### src/rtl/ifu_pkg.sv
// Shared types and widths for the instruction fetch unit.
// Fetch entries pair a PC with the instruction word fetched from it.
package ifu_pkg;

  localparam int ADDR_W     = 17;
  localparam int INST_W     = 32;
  localparam int INST_BYTES = 4;

  typedef struct packed {
    logic [ADDR_W-1:0] pc;
    logic [INST_W-1:0] inst;
  } fetch_entry_t;

endpackage

### src/rtl/ifu_fifo.sv
// Fetch buffer: circular FIFO of fetch entries with flush.
// Flush beats push and pop; head reads as zero when empty.
module ifu_fifo
  import ifu_pkg::*;
#(
  parameter int DEPTH = 4,
  localparam int PW = $clog2(DEPTH),
  localparam int CW = PW + 1
) (
  input  logic         clock,
  input  logic         reset_n,
  input  logic         flush,
  input  logic         push,
  input  logic         pop,
  input  fetch_entry_t din,
  output fetch_entry_t dout,
  output logic [CW-1:0] count,
  output logic         full,
  output logic         empty
);

  fetch_entry_t   mem [DEPTH];
  logic [PW-1:0]  wr_ptr;
  logic [PW-1:0]  rd_ptr;

  assign full  = (count == CW'(DEPTH));
  assign empty = (count == '0);
  assign dout  = empty ? '0 : mem[rd_ptr];

  // Storage write; contents need no reset since count gates visibility.
  always_ff @(posedge clock) begin
    if (push && !flush) mem[wr_ptr] <= din;
  end

  // Pointers and occupancy; pointers wrap naturally at DEPTH.
  always_ff @(posedge clock or negedge reset_n) begin
    if (!reset_n) begin
      wr_ptr <= '0;
      rd_ptr <= '0;
      count  <= '0;
    end else if (flush) begin
      wr_ptr <= '0;
      rd_ptr <= '0;
      count  <= '0;
    end else begin
      if (push) wr_ptr <= wr_ptr + PW'(1);
      if (pop)  rd_ptr <= rd_ptr + PW'(1);
      count <= count + CW'(push) - CW'(pop);
    end
  end

endmodule

### src/rtl/instr_fetch_unit.sv
// Instruction fetch: PC register, fetch buffer, decode handshake.
// Define IFU_PERF_EN to add fetch and stall performance counters.
module instr_fetch_unit
  import ifu_pkg::*;
#(
  parameter logic [ADDR_W-1:0] RESET_PC   = 17'h00000,
  parameter int                FIFO_DEPTH = 4
) (
  input  logic                        clock,
  input  logic                        reset_n,
  input  logic                        fetch_en,
  input  logic                        redirect_valid,
  input  logic [ADDR_W-1:0]           redirect_pc,
  output logic [ADDR_W-1:0]           imem_addr,
  input  logic [INST_W-1:0]           imem_inst,
  output logic                        out_valid,
  input  logic                        out_ready,
  output logic [INST_W-1:0]           out_inst,
  output logic [ADDR_W-1:0]           out_pc,
  output logic [$clog2(FIFO_DEPTH):0] fifo_count
`ifdef IFU_PERF_EN
  ,
  output logic [31:0]                 perf_fetch_cnt,
  output logic [31:0]                 perf_stall_cnt
`endif
);

  logic [ADDR_W-1:0] pc;
  logic [ADDR_W-1:0] target;
  logic              push;
  logic              pop;
  logic              full;
  logic              empty;
  fetch_entry_t      wr_entry;
  fetch_entry_t      head;

  assign target    = redirect_pc & ~ADDR_W'(3);
  assign push      = fetch_en & ~full & ~redirect_valid;
  assign pop       = out_valid & out_ready & ~redirect_valid;
  assign imem_addr = pc;
  assign wr_entry  = '{pc: pc, inst: imem_inst};
  assign out_valid = ~empty;
  assign out_pc    = head.pc;
  assign out_inst  = head.inst;

  // PC: redirect wins, otherwise advance one word per push.
  always_ff @(posedge clock or negedge reset_n) begin
    if (!reset_n) begin
      pc <= RESET_PC;
    end else if (redirect_valid) begin
      pc <= target;
    end else if (push) begin
      pc <= pc + ADDR_W'(INST_BYTES);
    end
  end

  ifu_fifo #(
    .DEPTH (FIFO_DEPTH)
  ) u_fifo (
    .clock   (clock),
    .reset_n (reset_n),
    .flush   (redirect_valid),
    .push    (push),
    .pop     (pop),
    .din     (wr_entry),
    .dout    (head),
    .count   (fifo_count),
    .full    (full),
    .empty   (empty)
  );

`ifdef IFU_PERF_EN
  // Free-running wrap-around counters for pushes and full stalls.
  always_ff @(posedge clock or negedge reset_n) begin
    if (!reset_n) begin
      perf_fetch_cnt <= '0;
      perf_stall_cnt <= '0;
    end else begin
      if (push) perf_fetch_cnt <= perf_fetch_cnt + 32'd1;
      if (fetch_en && full && !redirect_valid)
        perf_stall_cnt <= perf_stall_cnt + 32'd1;
    end
  end
`endif

endmodule
### config.mk
export PLATFORM = sky130hd
export DESIGN_NAME = instr_fetch_unit
export DESIGN_NICKNAME = d
export VERILOG_FILES = /design/src/rtl/ifu_pkg.sv /design/src/rtl/ifu_fifo.sv /design/src/rtl/instr_fetch_unit.sv
export SDC_FILE = /design/constraint.sdc
export NUM_CORES = 1
export LEC_CHECK = 0
export ABC_AREA = 1
export CORE_MARGIN = 4
export CORE_UTILIZATION = 35
export DETAILED_ROUTE_END_ITERATION = 16
export DONT_BUFFER_PORTS = 1
export PLACE_DENSITY = 0.48
export SYNTH_ARGS = -nofsm -noshare
export SYNTH_HDL_FRONTEND = slang
export SYNTH_SLANG_ARGS = --single-unit
### constraint.sdc
create_clock -name clock -period 3 [get_ports clock]
set_input_delay 0.3 -clock clock [delete_from_list [all_inputs] [get_ports clock]]
set_output_delay 0.3 -clock clock [all_outputs]
set_load 0.1 [all_outputs]
## After elaboration in Yosys (flattened, before gate mapping)

Memory sizes are Yosys's and may differ from the RTL's.
Index checks and enable logic that the tools add are counted.
W data, S select, Z words.

| cells by class | value |
|---|---|
| multiplexer cells | 10 |
| reductions and logical operators | 5 |
| eq/ne operators | 1 |
| bitwise gates (word level) | 7 |
| $add $sub $neg | 5 |

Operator list:

| operator | number |
|---|---|
| $mux W49 | 1 |
| $mux W17 | 2 |
| $add A17 B3 Y17 const B | 1 |
| $mux W2 | 4 |
| $add A2 B1 Y2 const B | 2 |
| $and A1 B1 Y1 | 4 |
| $reduce_bool A2 Y1 | 2 |
| $add A3 B1 Y3 | 1 |
| $eq A3 B3 Y1 const B | 1 |
| $logic_not A3 Y1 | 1 |
| $mux W3 | 1 |
| $not A1 Y1 | 3 |
| $sub A3 B1 Y3 | 1 |
| $mux W1 | 2 |
| $logic_and A1 B1 Y1 | 1 |
| $logic_not A1 Y1 | 1 |

| storage, ports and cells | value |
|---|---|
| output and inout port bits | 70 |
| word-level logic and storage cells | 33 |
| bits in writable memories | 196 |
| flip-flop bits (word level) | 24 |
| memories kept | 1 |
| bits of input ports | 54 |

Memory list:

| memory | words | width | read ports | clocked after memory_dff | wr ports | line | source |
|---|---|---|---|---|---|---|---|
| u_fifo.mem | 4 | 49 | 1 | 0 | 1 | ifu_fifo.sv:22 | `fetch_entry_t mem [DEPTH];` |

## Depth between registers and ports, before layout

Gate-level depths: netlist (run 1).

| depth | value |
|---|---|
| depth after elaboration | 7 |
| depth in mapped cells | 11 |
| gate-level depth less buffers | 11 |

## Cells and area by module

Synthesis (run 1) repeated with hierarchy kept, for this count alone.

| second synthesis, totals | value |
|---|---|
| cells, all modules | 988 |
| area total of the unflattened synthesis | 9,795.6 sq um |

By module, submodules not included:

| module | cells each | sequential area each (sq um) | area each (sq um) | times used |
|---|---|---|---|---|
| ifu_fifo | 827 | 6,060.8 | 8,727.1 | 1 |
| instr_fetch_unit | 161 | 375.4 | 1,068.5 | 1 |

## Least setup slack after synthesis (run 1)

OpenSTA, ideal clock, no wires.

| timing path | value |
|---|---|
| path kind | register to output |
| from | reg u_fifo.count[0] |
| to | out out_inst[14] |
| buffers on the path | 2 |
| data required time | 2.700 ns |
| cell stages (with the launch flop) | 7 |
| setup slack | -1.172 ns |
| arrival time | 3.872 ns |
| path through | dfrtp_1 > inv_1 > nand3_1 > inv_1 > buf_4 > buf_2 > a21oi_1 |

| on the way | value |
|---|---|
| longest elaborated chain between the ends | 2 |

RTL lines:

| item | line | source |
|---|---|---|
| start: declaration | ifu_fifo.sv:17 | `output logic [CW-1:0] count,` |
| start signal: assignment | ifu_fifo.sv:48 | `count <= count + CW'(push) - CW'(pop);` |
| $logic_not A3 Y1 | ifu_fifo.sv:27 | `assign empty = (count == '0);` |
| $mux W49 | ifu_fifo.sv:28 | `assign dout = empty ? '0 : mem[rd_ptr];` |
| end: declaration | instr_fetch_unit.sv:18 | `output logic [INST_W-1:0] out_inst,` |

Every way passes these cells.

## Final worst setup path (run 1)

| timing path | value |
|---|---|
| from | reg u_fifo.rd_ptr[1] |
| to | out out_inst[11] |

| on the way | value |
|---|---|
| longest elaborated chain between the ends | 2 |

RTL lines:

| item | line | source |
|---|---|---|
| start: declaration | ifu_fifo.sv:24 | `logic [PW-1:0] rd_ptr;` |
| start signal: assignment | ifu_fifo.sv:47 | `if (pop) rd_ptr <= rd_ptr + PW'(1);` |
| $mem_v2 Z4 W49 | -- |  |
| $mux W49 | ifu_fifo.sv:28 |  |

Every way passes these cells.

==> impl_metrics.json, run 1 <==
{
  "status": "finished clean",
  "cts-root-buf": "clkbuf_16",
  "dr.pass1.iters": 4,
  "irDropWorstVdd_uv": 684.3,
  "clkLatencyLatePin_ns": 0.51,
  "numCtsBuffers": 23,
  "fp.dieArea_sq_um": 27850,
  "vias_per_cell": 4.873,
  "place_inst": 1142,
  "synth_common_cells": "208 x nor2_1, 188 x edfxtp_1, 84 x o21ai_0, 73 x nand2_1, 50 x a21oi_1",
  "synth_area_sq_um": 8836,
  "yosys_warnings": 0,
  "synthTopCellsByArea": "edfxtp_1 64%, nor2_1 8.8%, dfrtp_1 6.2%",
  "powerDensity_nw_per_um2": 1168,
  "start_util_pct": 35.91,
  "finalNonFillerCells": 1230,
  "rsz0062_at_grt": "no",
  "htreeDepth": 1,
  "p_leak_nw": 4.183,
  "cap_violations": 0,
  "final_nets": 952,
  "port_buffers": 0,
  "design.portCount": 124,
  "grt_usage_pct": 15.24,
  "utilization_pct": 47.81,
  "end_kind": "primary output",
  "cts.sinks": 210,
  "critical_path.max_fanout": 39,
  "synth_edf_count": 188,
  "hpwlAfterDp_microns": 12440,
  "max-clock-path-buffers": 3,
  "setup_viol": 0,
  "clk_pin_slew_worst_paths_ns": 0.06,
  "drtAntennaViolNets": 0,
  "diodes": 0,
  "area_growth_pct": 33.12,
  "cts_tree": "built",
  "die_x_microns": 166.9,
  "synth_most_common_cell": "nor2_1",
  "grt_pass1_vias": 6225,
  "cp.arrival_ns": 2.35,
  "max_clock_freq_mhz": 376.8,
  "fin_crit_ns": 2.654,
  "synth_cell_type_count": 29,
  "hold_violations": 0,
  "min_path_type": "in -> reg",
  "yosysTopAreaCellShare_pct": 63.89,
  "vias": 5994,
  "rows": 57,
  "dr.first_iter.drc_count": 318,
  "drcViolationCount": 0,
  "ys_seq_area_share_pct": 70.12,
  "async_flop_share_pct": 10.48,
  "die_y_microns": 166.9,
  "r2r_cells": 11,
  "cts_setup_buffers": 0,
  "hold_depth": 4,
  "total_power_mw": 13.73,
  "ys_ff_latch": 210,
  "grt_antenna_before_repair": 0,
  "netlist_instances": 778,
  "worstSetupPathType": "reg -> out",
  "period_share_pct": 88.46,
  "finClkSkew_ns": 0.01772,
  "nFillCells": 2178,
  "cp-start-kind": "flip-flop",
  "grt_max_degree": 95,
  "synth_top_cell_by_area": "edfxtp_1",
  "max_slew.worst_pin.slew_ns": 1.045,
  "slew_headroom_pct": 30.11,
  "gp_routability_congestion": 0.8820,
  "core-area_sq_um": 24600,
  "wl_per_cell_microns": 17.39,
  "synth_flop_cell": "edfxtp_1",
  "routed_wl_microns": 21390,
  "synth.avg_cell_area_sq_um": 11.36,
  "gr-total-overflow": 0,
  "grt_first_pass_wirelength_microns": 34050,
  "fin_tns_setup_ns": 0,
  "worstPathRequired_ns": 2.70,
  "slew_violations": 0,
  "drive_above_1_share_pct": 19.21
}
-- placed cells by master, fill, tap and decap left out --
cell type / synthesis / layout
and3_1: 1 / 1
clkbuf_16: 0 / 23
dfrtp_4: 0 / 1
nand2_2: 1 / 1
clkinv_2: 0 / 2
inv_1: 33 / 32
a21oi_2: 0 / 28
nand3_1: 24 / 23
o211ai_1: 3 / 3
inv_4: 0 / 1
nor3_1: 2 / 2
inv_2: 2 / 2
xor2_1: 3 / 3
bufinv_16: 0 / 1
nor2_4: 3 / 7
ha_1: 7 / 7
nand4_1: 4 / 4
nand2_1: 73 / 73
inv_6: 0 / 1
o21ai_1: 19 / 19
nand3_2: 1 / 2
a21oi_1: 50 / 3
dlygate4sd3_1: 0 / 47
buf_4: 8 / 28
buf_12: 0 / 54
clkbuf_1: 5 / 8
dfrtp_1: 22 / 17
nor2_1: 208 / 204
o21a_1: 1 / 1
a21oi_4: 0 / 19
edfxtp_1: 188 / 188
o21ai_0: 84 / 84
nand3b_1: 2 / 2
conb_1: 1 / 4
clkinv_1: 0 / 6
fa_1: 1 / 1
dfrtp_2: 0 / 4
-- critical path: stages (launching register included) --
cell	delay, ns
dfrtp_2	0.40
inv_2	0.65
buf_4	0.28
nor2_1	0.05
o21ai_0	0.14
a21oi_4	0.11
buf_12	0.19
-- power breakdown --
group / internal [mW] / leakage [nW] / switching, mW
Sequential: 3.46 / 1.98 / 0.108
Clock: 1.49 / 0.329 / 1.05
Combinational: 2.26 / 1.88 / 5.36
Total: 7.22 / 4.18 / 6.52
-- final cells by class --
| cell class | instances | area [sq um] | area share [%] |
|---|---|---|---|
| Tap cell | 324 | 405.4 | 3.446 |
| Clock inverter | 10 | 71.32 | 0.6063 |
| Sequential cell | 210 | 6205 | 52.75 |
| Timing Repair Buffer | 129 | 1762 | 14.98 |
| Clock buffer | 31 | 605.6 | 5.148 |
| Inverter | 35 | 133.9 | 1.138 |
| Multi-Input combinational cell | 491 | 2580 | 21.93 |
-- per-layer routing --
| layer | share of wire (%) | global-route usage [%] | up-vias | wire (microns) |
|---|---|---|---|---|
| met5 | 0 | 0 | - | 0 |
| met2 | 50 | 27.26 | 156 | 10750 |
| met1 | 42 | 18.77 | 2908 | 8965 |
| met3 | 6.3 | 3.674 | 30 | 1342 |
| met4 | 1.6 | 3.273 | 0 | 336 |
| li1 | - | - | 2900 | - |
-- path summary, 6_finish.rpt --
check | to | start | slack (ns)
setup / recovery | out_inst[11] | u_fifo.rd_ptr[1] | 0.35
hold / removal | imem_addr[8] | redirect_valid | 0.04
setup reg to reg | u_fifo.count[2] | u_fifo.count[0] | 0.84
hold reg to reg | u_fifo.mem[1][48] | imem_addr[16] | 0.53
max in group asynchronous | u_fifo.rd_ptr[0] | reset_n | 1.82
min in group asynchronous | imem_addr[13] | reset_n | 0.43
-- stage by stage --
step,hold slack (ns),cell area (sq um),setup WS (ns)
after detailed placement,0.005189,10620,0.8297
after CTS,0.01415,11760,0.2935
final,0.03871,11760,0.3461
after global routing,0.04011,11760,0.1964
after floorplan,0.004409,9185,0.01404
after global placement,0.005365,10620,0.8531
-- registers in the layout, summed over array words and instances, names as in the netlist --
name,count
u_fifo.count,3
u_fifo.wr_ptr,2
imem_addr,15
u_fifo.rd_ptr,2
u_fifo.mem,188
-- logic make-up after synthesis --
kind of cell / count (synthesis) / synth area share [%]
AND/OR/NAND/NOR: 319 / 14.50
other: 1 / 0.04244
flip-flops: 210 / 70.12
adder cells (fa/ha/maj): 8 / 1.218
AO/OA/AOI/OAI: 157 / 9.006
buffers and inverters: 80 / 4.815
XOR/XNOR: 3 / 0.2974
-- repair_timing --
action,4_1_cts,5_1_grt
hold buffers,47,0
hold endpoints to repair,166,0
resized for setup,0,0
Note: power is estimated with default switching activity, not from simulation.
==> inputs of run 2 (changes only) <==
Settings changed: CORE_UTILIZATION 35 to 42, GPL_TIMING_DRIVEN set to 0, PLACE_DENSITY 0.48 to 0.56.
==> impl_metrics.json, run 2 (synthesis results as in run 1) <==
{
  "status": "finished clean",
  "cts.sinks": 210,
  "numCtsBuffers": 23,
  "critical_path.max_fanout": 10,
  "wl_per_cell_microns": 18.99,
  "max-clock-path-buffers": 3,
  "core-area_sq_um": 20490,
  "max_clock_freq_mhz": 336.4,
  "port_buffers": 0,
  "routed_wl_microns": 21680,
  "slew_violations": 0,
  "grt_usage_pct": 18.17,
  "regMostFlops": "u_fifo.mem",
  "clk_pin_slew_worst_paths_ns": 0.06,
  "largest_register_ffs": 188,
  "cap_violations": 0,
  "grt_pass1_vias": 6160,
  "max_slew.worst_pin.slew_ns": 1.234,
  "end_kind": "primary output",
  "cp-start-kind": "flip-flop",
  "cts-root-buf": "clkbuf_16",
  "design.portCount": 124,
  "hold_ws_ns": 0.01745,
  "htreeDepth": 1,
  "setup_viol": 0,
  "hpwlAfterDp_microns": 13900,
  "worstPathRequired_ns": 2.70,
  "fp.dieArea_sq_um": 23420,
  "grt_antenna_before_repair": 0,
  "hold_violations": 0,
  "die_y_microns": 153.0,
  "cts_setup_buffers": 0,
  "finClkSkew_ns": 0.008503,
  "worstSetupPathType": "reg -> out",
  "dr.first_iter.drc_count": 379,
  "rsz0062_at_grt": "yes",
  "start_util_pct": 43.11,
  "cp.arrival_ns": 2.67,
  "reg2reg_slack_ns": 0.23,
  "gp_routability_congestion": 0.7854,
  "final_common_cell": "nor2_1",
  "area_growth_pct": 24.58,
  "period_share_pct": 99.10,
  "drtAntennaViolNets": 0,
  "min_path_type": "in -> reg",
  "drive_above_1_share_pct": 16.17,
  "final_nets": 917,
  "gr-total-overflow": 0,
  "drcViolationCount": 0,
  "slew_headroom_pct": 17.76,
  "grt_first_pass_wirelength_microns": 33840,
  "final_cell_mix": "204 x nor2_1, 188 x edfxtp_1, 84 x o21ai_0",
  "vias": 5875,
  "clkLatencyLatePin_ns": 0.50,
  "rows": 52,
  "diodes": 0,
  "cts_tree": "built",
  "vias_per_cell": 5.144,
  "fin_tns_setup_ns": 0,
  "grt_max_degree": 28,
  "fin_crit_ns": 2.973,
  "dr.pass1.iters": 4,
  "die_x_microns": 153.0
}
## run 2: changes by cell type in the layout (fill, tap and decap cells not counted), sizes merged
| cell | delta |
|---|---|
| clkinv | -5 |
| bufinv | -1 |
| dlygate4sd3 | -3 |
| buf | -43 |
| clkbuf | +18 |
## run 2: path summary, 6_finish.rpt
kind / start / endpoint / cells past startpoint
max: u_fifo.count[0] / out_inst[3] / 5
min: redirect_pc[9] / imem_addr[9] / 4
max reg2reg: u_fifo.count[1] / u_fifo.mem[1][12] / 7
min reg2reg: u_fifo.wr_ptr[0] / u_fifo.wr_ptr[0] / 3
max in group asynchronous: reset_n / u_fifo.count[1] / 2
min in group asynchronous: reset_n / imem_addr[7] / 2
## run 2: final cells by class
cell class,count,area [sq um]
fill,1746,9487
timing repair buffer,49,540.5
clock buffer,38,661.9
inverter,35,133.9
tap,270,337.8
clock inverter,4,23.77
buffer,45,320.3
multi-input combinational,491,2783
sequential,210,6207
## run 2: per-stage QoR
step	worst slack, ns	instance area [sq um]	util, %	instances
2_1_floorplan	0.01404	9185	-	781
3_3_place_gp	-1.209	9523	46.47	1051
3_5_place_dp	-0.3704	9623	46.95	1055
4_1_cts	-0.03535	11000	53.66	1142
5_1_grt	-0.03634	11010	53.71	1142
6_report	0.02702	11010	53.71	1142
## run 2: what timing repair did
item / in CTS / in global routing
gates resized for setup: 41 / 3
hold endpoints to repair: 161 / 0
hold buffers: 45 / 0
endpoints found under the setup margin: 49 / 29
pin swaps: 1 / 0
## run 2: critical path: stages, from the launching register on
cell,delay (ns)
dfrtp_4,0.62
inv_2,0.11
nand3_4,0.31
inv_4,0.09
buf_8,0.18
a21oi_2,0.86
## run 2: metal layers
metal	part of all wire (%)	up-vias	track usage [%]
met5	0	-	0
met1	43	2849	23.39
met2	50	170	31.64
met4	1.6	0	4.709
li1	-	2833	-
met3	6.0	23	3.591
Power of run 2 is not shown: default switching activity piles up to over one toggle a cycle in this logic, so the estimate is an artifact.
